<file path="src/rtl/mem_access_pkg.sv">
// Shared definitions for the data-memory access stage: size encodings,
// FSM states and the alignment rule.
package mem_access_pkg;

  localparam int TIMEOUT_DEFAULT = 255;

  localparam logic [1:0] SIZE_BYTE = 2'b00;
  localparam logic [1:0] SIZE_HALF = 2'b01;
  localparam logic [1:0] SIZE_WORD = 2'b10;
  localparam logic [1:0] SIZE_RSVD = 2'b11;

  typedef enum logic [1:0] {
    ST_IDLE = 2'd0,
    ST_WAIT = 2'd1,
    ST_DONE = 2'd2
  } state_t;

  // Reserved size falls into the word rule.
  function automatic logic is_aligned(input logic [1:0] size, input logic [1:0] addr_lo);
    case (size)
      SIZE_BYTE: is_aligned = 1'b1;
      SIZE_HALF: is_aligned = ~addr_lo[0];
      default:   is_aligned = (addr_lo == 2'b00);
    endcase
  endfunction

endpackage

</file>
<file path="src/rtl/mem_align.sv">
// Combinational lane steering: store byte enables / data replication and
// load lane selection with sign or zero extension.
module mem_align
  import mem_access_pkg::*;
(
  input  logic [1:0]  st_size,
  input  logic [1:0]  st_addr_lo,
  input  logic        st_is_store,
  input  logic [31:0] st_wdata,
  output logic [3:0]  be,
  output logic [31:0] wdata_rep,
  input  logic [1:0]  ld_size,
  input  logic [1:0]  ld_addr_lo,
  input  logic        ld_unsigned,
  input  logic [31:0] rdata,
  output logic [31:0] ld_data
);

  logic [7:0]  byte_s;
  logic [15:0] half_s;

  // Store side: loads always enable the full word.
  always_comb begin
    be        = 4'b1111;
    wdata_rep = st_wdata;
    if (st_is_store) begin
      case (st_size)
        SIZE_BYTE: begin
          be        = 4'b0001 << st_addr_lo;
          wdata_rep = {4{st_wdata[7:0]}};
        end
        SIZE_HALF: begin
          be        = st_addr_lo[1] ? 4'b1100 : 4'b0011;
          wdata_rep = {2{st_wdata[15:0]}};
        end
        default: begin
          be        = 4'b1111;
          wdata_rep = st_wdata;
        end
      endcase
    end else begin
      be        = 4'b1111;
      wdata_rep = st_wdata;
    end
  end

  // Load side: pick the lane, then extend.
  always_comb begin
    byte_s = rdata[{ld_addr_lo, 3'b000} +: 8];
    half_s = ld_addr_lo[1] ? rdata[31:16] : rdata[15:0];
    case (ld_size)
      SIZE_BYTE: ld_data = ld_unsigned ? {24'h000000, byte_s} : {{24{byte_s[7]}}, byte_s};
      SIZE_HALF: ld_data = ld_unsigned ? {16'h0000, half_s} : {{16{half_s[15]}}, half_s};
      default:   ld_data = rdata;
    endcase
  end

endmodule

</file>
<file path="src/rtl/mem_access.sv">
// MEM-stage data memory access controller: issues one request per aligned
// access, stalls the pipeline until ack or timeout, and returns load data.
module mem_access
  import mem_access_pkg::*;
#(
  parameter int TIMEOUT = TIMEOUT_DEFAULT
) (
  input  logic        clk,
  input  logic        rst,
  input  logic        mem_read,
  input  logic        mem_write,
  input  logic [1:0]  size,
  input  logic        ld_unsigned,
  input  logic [31:0] addr,
  input  logic [31:0] wdata,
  output logic        dm_req,
  output logic        dm_we,
  output logic [31:0] dm_addr,
  output logic [3:0]  dm_be,
  output logic [31:0] dm_wdata,
  input  logic [31:0] dm_rdata,
  input  logic        dm_ack,
  output logic [31:0] rd_data,
  output logic        stall,
  output logic        misalign,
  output logic        bus_err
);

  localparam logic [7:0] WAIT_LAST = 8'(TIMEOUT - 1);

  state_t      state_r;
  state_t      state_nxt_s;
  logic [7:0]  wait_cnt_r;
  logic        is_load_r;
  logic        ld_unsigned_r;
  logic [1:0]  size_r;
  logic [1:0]  addr_lo_r;

  logic        access_s;
  logic        aligned_s;
  logic        issue_s;
  logic        timeout_s;
  logic [3:0]  be_s;
  logic [31:0] wdata_rep_s;
  logic [31:0] ld_data_s;

  // Load steering uses the attributes latched at issue, not the live inputs.
  mem_align u_align (
    .st_size     (size),
    .st_addr_lo  (addr[1:0]),
    .st_is_store (mem_write),
    .st_wdata    (wdata),
    .be          (be_s),
    .wdata_rep   (wdata_rep_s),
    .ld_size     (size_r),
    .ld_addr_lo  (addr_lo_r),
    .ld_unsigned (ld_unsigned_r),
    .rdata       (dm_rdata),
    .ld_data     (ld_data_s)
  );

  // Request qualification and the combinational handshake to the pipeline.
  always_comb begin
    access_s  = mem_read | mem_write;
    aligned_s = is_aligned(size, addr[1:0]);
    issue_s   = (state_r == ST_IDLE) & access_s & aligned_s;
    timeout_s = (state_r == ST_WAIT) & ~dm_ack & (wait_cnt_r == WAIT_LAST);
    stall     = access_s & aligned_s & (state_r != ST_DONE);
    misalign  = (state_r == ST_IDLE) & access_s & ~aligned_s;
  end

  // Next-state logic.
  always_comb begin
    state_nxt_s = state_r;
    case (state_r)
      ST_IDLE: begin
        if (issue_s) state_nxt_s = ST_WAIT;
        else         state_nxt_s = ST_IDLE;
      end
      ST_WAIT: begin
        if (dm_ack || timeout_s) state_nxt_s = ST_DONE;
        else                     state_nxt_s = ST_WAIT;
      end
      ST_DONE: state_nxt_s = ST_IDLE;
      default: state_nxt_s = ST_IDLE;
    endcase
  end

  // State register.
  always_ff @(posedge clk) begin
    if (rst) state_r <= ST_IDLE;
    else     state_r <= state_nxt_s;
  end

  // Bus outputs, wait counter and load result.
  always_ff @(posedge clk) begin
    if (rst) begin
      dm_req        <= 1'b0;
      dm_we         <= 1'b0;
      dm_addr       <= 32'h0000_0000;
      dm_be         <= 4'b0000;
      dm_wdata      <= 32'h0000_0000;
      rd_data       <= 32'h0000_0000;
      bus_err       <= 1'b0;
      wait_cnt_r    <= 8'd0;
      is_load_r     <= 1'b0;
      ld_unsigned_r <= 1'b0;
      size_r        <= 2'b00;
      addr_lo_r     <= 2'b00;
    end else begin
      bus_err <= 1'b0;
      case (state_r)
        ST_IDLE: begin
          if (issue_s) begin
            dm_req        <= 1'b1;
            dm_we         <= mem_write;
            dm_addr       <= {addr[31:2], 2'b00};
            dm_be         <= be_s;
            dm_wdata      <= wdata_rep_s;
            wait_cnt_r    <= 8'd0;
            is_load_r     <= ~mem_write;
            ld_unsigned_r <= ld_unsigned;
            size_r        <= size;
            addr_lo_r     <= addr[1:0];
          end
        end
        ST_WAIT: begin
          if (dm_ack) begin
            dm_req <= 1'b0;
            if (is_load_r) rd_data <= ld_data_s;
          end else if (timeout_s) begin
            dm_req  <= 1'b0;
            bus_err <= 1'b1;
            if (is_load_r) rd_data <= 32'h0000_0000;
          end else begin
            wait_cnt_r <= wait_cnt_r + 8'd1;
          end
        end
        default: wait_cnt_r <= wait_cnt_r;
      endcase
    end
  end

endmodule

</file>
<file path="config.mk">
export PLATFORM = sky130hd
export DESIGN_NAME = mem_access
export DESIGN_NICKNAME = d
export VERILOG_FILES = /design/src/rtl/mem_access_pkg.sv /design/src/rtl/mem_align.sv /design/src/rtl/mem_access.sv
export SDC_FILE = /design/constraint.sdc
export NUM_CORES = 1
export LEC_CHECK = 0
export ABC_AREA = 1
export BUFFER_PORTS_ARGS = -buffer_cell sky130_fd_sc_hd__buf_4
export CELL_PAD_IN_SITES_DETAIL_PLACEMENT = 0
export CELL_PAD_IN_SITES_GLOBAL_PLACEMENT = 1
export CORE_MARGIN = 4
export CORE_UTILIZATION = 33
export DETAILED_ROUTE_END_ITERATION = 8
export GPL_TIMING_DRIVEN = 0
export PLACE_DENSITY = 0.77
export SETUP_SLACK_MARGIN = 0.02
export SLEW_MARGIN = 20
export SYNTH_ARGS = -nofsm -noshare
export SYNTH_HDL_FRONTEND = slang
export SYNTH_SLANG_ARGS = --single-unit
</file>
<file path="constraint.sdc">
create_clock -name clk -period 1.7 [get_ports clk]
set_input_delay 0.17 -clock clk [delete_from_list [all_inputs] [get_ports clk]]
set_output_delay 0.17 -clock clk [all_outputs]
set_load 0.03 [all_outputs]
</file>
==> results.json, run 1 <==
{
  "status": "finished clean",
  "die_area_mm2": 0.0182,
  "root_buffer": "clkbuf_16",
  "cts_tree": "yes",
  "startpoint_type": "flop",
  "timing.critical_path.cells": "inv_1 -> ha_1 -> inv_1 -> nor2_1 -> nand2_1 -> a21oi_2 -> nand2_2 -> buf_4 -> nand2_1 -> a21oi_1",
  "die_w_um": 135,
  "syn_to_final_growth_pct": 53.6,
  "io_pins": 209,
  "track_usage": 0.204,
  "postLayoutCellArea_mm2": 0.00818,
  "tightestPinTransition_ns": 0.657,
  "gp_congestion": 0.863,
  "dp_hpwl_mm": 14.0,
  "avgSynthCellArea_um2": 7.02,
  "num-nets-final": 1126,
  "path_clk_slew_ns": 0.06,
  "postPlaceCellArea_mm2": 0.00713,
  "diodes": 0,
  "cp_slowest_stage_delay_ns": 0.33,
  "yosysSeqAreaShare": 0.440,
  "num_vias": 5868,
  "maxSlewViolCount": 0,
  "p_per_area_mw_per_mm2": 1110,
  "clock_path_buffers": 2,
  "grt_setup_unrepaired": "yes",
  "hold_path.class": "primary input to flop",
  "maxSlewHeadroom": 0.562,
  "portBuffers": 204,
  "rows": 46,
  "drcViolationCount": 0,
  "initial_core_util": 0.337,
  "grt_pass1_vias": 5648,
  "setup_viol": 0,
  "synth-seq-cells": 117,
  "drt-total-wl_mm": 18.7,
  "clock.fmax_mhz": 643,
  "drtAntennaViolNets": 0,
  "worstPathMaxFanout": 10,
  "netlist_area_mm2": 0.00533,
  "syn_inst": 759,
  "endpoint_kind": "flop",
  "drt-initial-drc-count": 304,
  "cts_sinks": 117,
  "hold_violations": 0,
  "grt_antenna_before_repair": 0,
  "cts_buffers": 17,
  "cp.buffers_inverters": 3,
  "crit_family": "simple AND/OR/NAND/NOR gates",
  "die_y_um": 135,
  "nFillCells": 1588,
  "cp.arrival_ns": 1.83,
  "wl_per_cell_um": 15.0,
  "cp.required_ns": 1.97,
  "core_area_mm2": 0.0158,
  "firstDrtPassIters": 6,
  "gr-total-overflow": 0,
  "clk_latency_ns": 0.42,
  "drive_gt1_frac": 0.283,
  "synth_cell_types": 40,
  "vdd_ir_drop_max_mv": 0.796,
  "finalClockSkew_ns": 0.00678,
  "grt_pass1_wl_mm": 29.5,
  "leakage_nw": 3.77,
  "hold_slack_ns": 0.0171,
  "min_period_over_period": 0.915,
  "ys_warn_count": 0,
  "min_period_ns": 1.56,
  "grt_max_degree": 17,
  "worstSetupPathType": "flop to flop",
  "slowest_stage": "dfxtp_1",
  "routed_via_density": 4.70,
  "drv_cap": 0,
  "h-tree-depth": 4
}
path summary, 6_finish.rpt:
| kind | startpoint | to | slack, ns | depth (start not counted) |
|---|---|---|---|---|
| setup / recovery | wait_cnt_r[0] | rd_data[30] | 0.14 | 10 |
| hold / removal | addr[12] | dm_addr[12] | 0.02 | 3 |
| setup reg to reg | wait_cnt_r[0] | rd_data[30] | 0.14 | 10 |
| hold reg to reg | rd_data[11] | rd_data[11] | 0.46 | 2 |
cell usage after synthesis, drive strengths merged:
cell    number  share of area
a21o         1         0.0014
inv         32          0.024
nor3         2         0.0019
clkinv       1        0.00070
buf         26          0.040
conb         1        0.00070
nand4        3         0.0035
nor4         1         0.0012
a221oi       1         0.0016
nor2       120          0.094
ha           2         0.0047
dfxtp      117           0.44
a31oi       13          0.015
o21ai       82          0.077
nand2      222           0.17
a21oi       71          0.067
o21a         1         0.0014
or2          2         0.0023
nand3       36          0.037
clkbuf      21          0.015
xor2         2         0.0033
and3         1         0.0012
o21bai       1         0.0014
power by group:
group          total (mW)  internal [mW]  switching (mW)
Sequential           3.06           2.95           0.106
Clock                4.02           2.69            1.33
Combinational        2.01          0.792            1.21
registers in the layout, indices dropped and copies added, names as in the netlist:
register and cells:
dm_req 1, addr_lo_r 2, dm_we 1, bus_err 1, wait_cnt_r 8, dm_be 4, rd_data 32, dm_addr 30
dm_wdata 32, state_r 2, size_r 2, ld_unsigned_r 1, is_load_r 1
repair_timing:
item	CTS	global route
pin swaps	0	3
endpoints found under the hold margin	32	0
endpoints found under the setup margin	30	35
setup buffers	0	5
hold buffers	32	0
gates resized for setup	6	11
per-stage QoR:
step	cells	power (mW)	setup WS, ns	setup TNS, ns	util
after detailed placement	1180	5.03	-0.194	-5.42	0.451
after global routing	1249	9.48	0.00838	0	0.517
after floorplan	760	4.27	0.179	0	-
final	1249	9.08	0.144	0	0.517
after CTS	1244	9.14	0.0577	0	0.513
after global placement	1180	5.04	-0.196	-5.43	0.451
kinds of logic (layout without fill, tap and decap cells):
kind of cell / after synthesis / after routing / share of synthesized area
xor gates and xnor gates: 2 / 2 / 0.00329
DFF: 117 / 117 / 0.440
AOI/OAI and AO/OA: 170 / 170 / 0.165
and+or+nand+nor: 387 / 387 / 0.307
other: 1 / 2 / 0.000704
adders and majority gates: 2 / 2 / 0.00470
buffers and inverters: 80 / 353 / 0.0798
routing by layer:
layer,GRT usage,vias up,part of all wire
met4,0.0806,0,0.024
li1,-,2993,-
met3,0.0555,28,0.065
met2,0.329,167,0.47
met1,0.260,2680,0.44
met5,0,-,0
area by class of cell:
type / instances / area (um2) / share of cell area
clock inverters: 11 / 198 / 0.0242
clock buffers: 21 / 460 / 0.0563
multi-input cells: 563 / 2580 / 0.316
plain buffers: 47 / 307 / 0.0375
well taps: 216 / 270 / 0.0330
inverters: 33 / 134 / 0.0164
repair buffers: 241 / 1890 / 0.231
flip-flops and latches: 117 / 2340 / 0.286
tightest hold or removal path, cell delays in order:
cell and delay [ns]:
buf_4 0.07, o21ai_0 0.08, nor2_1 0.07
cells in the final DEF, fill, tap and decap left out, types with 14 or more instances in the layout:
| master | Yosys | routed |
|---|---|---|
| buf_4 | 7 | 219 |
| nand3_1 | 34 | 33 |
| nand2_1 | 215 | 214 |
| dlygate4sd3_1 | 0 | 32 |
| o21ai_1 | 14 | 14 |
| nor2_1 | 115 | 115 |
| a21oi_1 | 71 | 70 |
| inv_1 | 26 | 26 |
| dfxtp_1 | 117 | 117 |
| clkbuf_1 | 21 | 20 |
| o21ai_0 | 68 | 68 |
| clkbuf_16 | 0 | 17 |
Power figures use the tool's default switching activity.
==> run 2, diff against run 1 <==
--- a/config.mk
+++ b/config.mk
@@ -12,7 +12,6 @@
 export CORE_MARGIN = 4
 export CORE_UTILIZATION = 33
 export DETAILED_ROUTE_END_ITERATION = 8
-export GPL_TIMING_DRIVEN = 0
 export PLACE_DENSITY = 0.77
 export SETUP_SLACK_MARGIN = 0.02
 export SLEW_MARGIN = 20
==> results.json, run 2 (synthesized netlist as in run 1, its figures left out) <==
{
  "status": "finished clean",
  "portBuffers": 206,
  "nFillCells": 1588,
  "min_period_over_period": 0.924,
  "reg2reg_slack_ns": 0.13,
  "crit_family": "simple AND/OR/NAND/NOR gates",
  "top_regs": "dm_wdata: 32 flops, rd_data: 32 flops, dm_addr: 30 flops",
  "setup_viol": 0,
  "clock.fmax_mhz": 636,
  "seqCellArea_mm2": 0.00234,
  "h-tree-depth": 4,
  "timing.critical_path.cells": "inv_1 -> ha_1 -> inv_1 -> nor2_1 -> nand2_1 -> nand3_1 -> or2_2 -> a21oi_1",
  "cts_buffers": 17,
  "finalClockSkew_ns": 0.00645,
  "track_usage": 0.190,
  "cts_resized": 0,
  "drive_gt1_frac": 0.280,
  "worstHoldStart": "wdata[27]",
  "vdd_ir_drop_max_mv": 0.712,
  "core_area_mm2": 0.0158,
  "layout_commonest_cell": "buf_4",
  "grt_pass1_vias": 5357,
  "drv_cap": 0,
  "regToRegStartpoint": "wait_cnt_r[0]",
  "path_clk_slew_ns": 0.05,
  "num_vias": 5593,
  "drt-initial-drc-count": 305,
  "clk_latency_ns": 0.41,
  "cp.required_ns": 2.04,
  "p_per_area_mw_per_mm2": 1090,
  "min_to": "dm_wdata[27]",
  "cp_common_cell": "inv_1",
  "utilization": 0.498,
  "hold_path.class": "primary input to flop",
  "root_buffer": "clkbuf_16",
  "grt_setup_unrepaired": "yes",
  "initial_core_util": 0.337,
  "postPlaceCellArea_mm2": 0.00708,
  "grt_antenna_before_repair": 0,
  "gr-total-overflow": 0,
  "wl_per_cell_um": 14.4,
  "finalSetupTns_ns": 0,
  "syn_to_final_growth_pct": 47.9,
  "startpoint_type": "flop",
  "path_depth": 8,
  "grt_pass1_wl_mm": 27.7,
  "r2r_end": "wait_cnt_r[1]",
  "die_area_mm2": 0.0182,
  "cp.buffers_inverters": 2,
  "io_pins": 209,
  "cp_slowest_stage_delay_ns": 0.37,
  "rr_worst_depth": 8,
  "endpoint_kind": "flop",
  "die_y_um": 135,
  "cts_sinks": 117,
  "firstDrtPassIters": 5,
  "clock_path_buffers": 2,
  "maxSlewHeadroom": 0.523,
  "hold_violations": 0,
  "min_period_ns": 1.57,
  "drtAntennaViolNets": 0,
  "num-nets-final": 1086,
  "multiInputGateArea_mm2": 0.00256,
  "worstPathMaxFanout": 4,
  "rows": 46,
  "cp.arrival_ns": 1.91,
  "gp_congestion": 0.801,
  "routed_via_density": 4.63,
  "hold_slack_ns": 0.00638,
  "maxSlewViolCount": 0,
  "diodes": 0,
  "leakage_nw": 3.63,
  "hold_path_depth": 3,
  "grt_max_degree": 68,
  "die_w_um": 135,
  "slowest_stage": "dfxtp_1",
  "cts_tree": "yes",
  "drt-total-wl_mm": 17.4,
  "postLayoutCellArea_mm2": 0.00788,
  "drcViolationCount": 0,
  "dp_hpwl_mm": 12.4,
  "post_cts_buffers": 0,
  "layout_common_cells": "buf_4 (222), nand2_1 (215), dfxtp_1 (117), nor2_1 (115), a21oi_1 (71)",
  "worstSetupPathType": "flop to flop",
  "tightestPinTransition_ns": 0.716
}
[run 2: power breakdown]
group	internal (mW)	switching [mW]	leakage (nW)
combinational	0.735	1.15	2.38
sequential	2.95	0.117	0.959
clock	2.36	1.27	0.288
[run 2: area by class of cell]
class / instances / share of cell area
clock inverters: 10 / 0.0165
well taps: 216 / 0.0343
repair buffers: 248 / 0.251
multi-input cells: 563 / 0.326
inverters: 33 / 0.0170
clock buffers: 21 / 0.0584
flip-flops and latches: 117 / 0.297
[run 2: metrics by stage]
| step | power, mW | cells | worst slack, ns |
|---|---|---|---|
| floorplan | 4.27 | 760 | 0.179 |
| global placement | 4.98 | 1156 | 0.152 |
| detailed placement | 4.98 | 1156 | 0.149 |
| CTS | 8.66 | 1208 | 0.124 |
| global route | 8.98 | 1208 | 0.0129 |
| finish | 8.58 | 1208 | 0.129 |
[run 2: how the worst max path moves through the flow]
| stage | from | to |
|---|---|---|
| floorplan | size[1] | stall |
| global placement | wait_cnt_r[0] | wait_cnt_r[1] |
| detailed placement | wait_cnt_r[0] | wait_cnt_r[1] |
| CTS | state_r[0] | stall |
| global route | state_r[0] | stall |
| finish | wait_cnt_r[0] | wait_cnt_r[1] |
[run 2: worst reg2reg max path, cell delays in order, from the launching register on]
cell	delay, ns
dfxtp_1	0.37
inv_1	0.07
ha_1	0.19
inv_1	0.07
nor2_1	0.04
nand2_1	0.07
nand3_1	0.21
or2_2	0.34
a21oi_1	0.14
[run 2: metal layers]
layer | up-vias | share of wire | track usage | routed length [um]
met4 | 0 | 0.014 | 0.0504 | 243
met2 | 171 | 0.47 | 0.308 | 8250
li1 | 2905 | - | - | -
met3 | 24 | 0.065 | 0.0574 | 1140
met5 | - | 0 | 0 | 0
met1 | 2493 | 0.45 | 0.247 | 7740
[run 2: repair_timing]
action	4_1_cts	5_1_grt
endpoints found under the setup margin	0	2
hold buffers	21	0
endpoints found under the hold margin	21	0
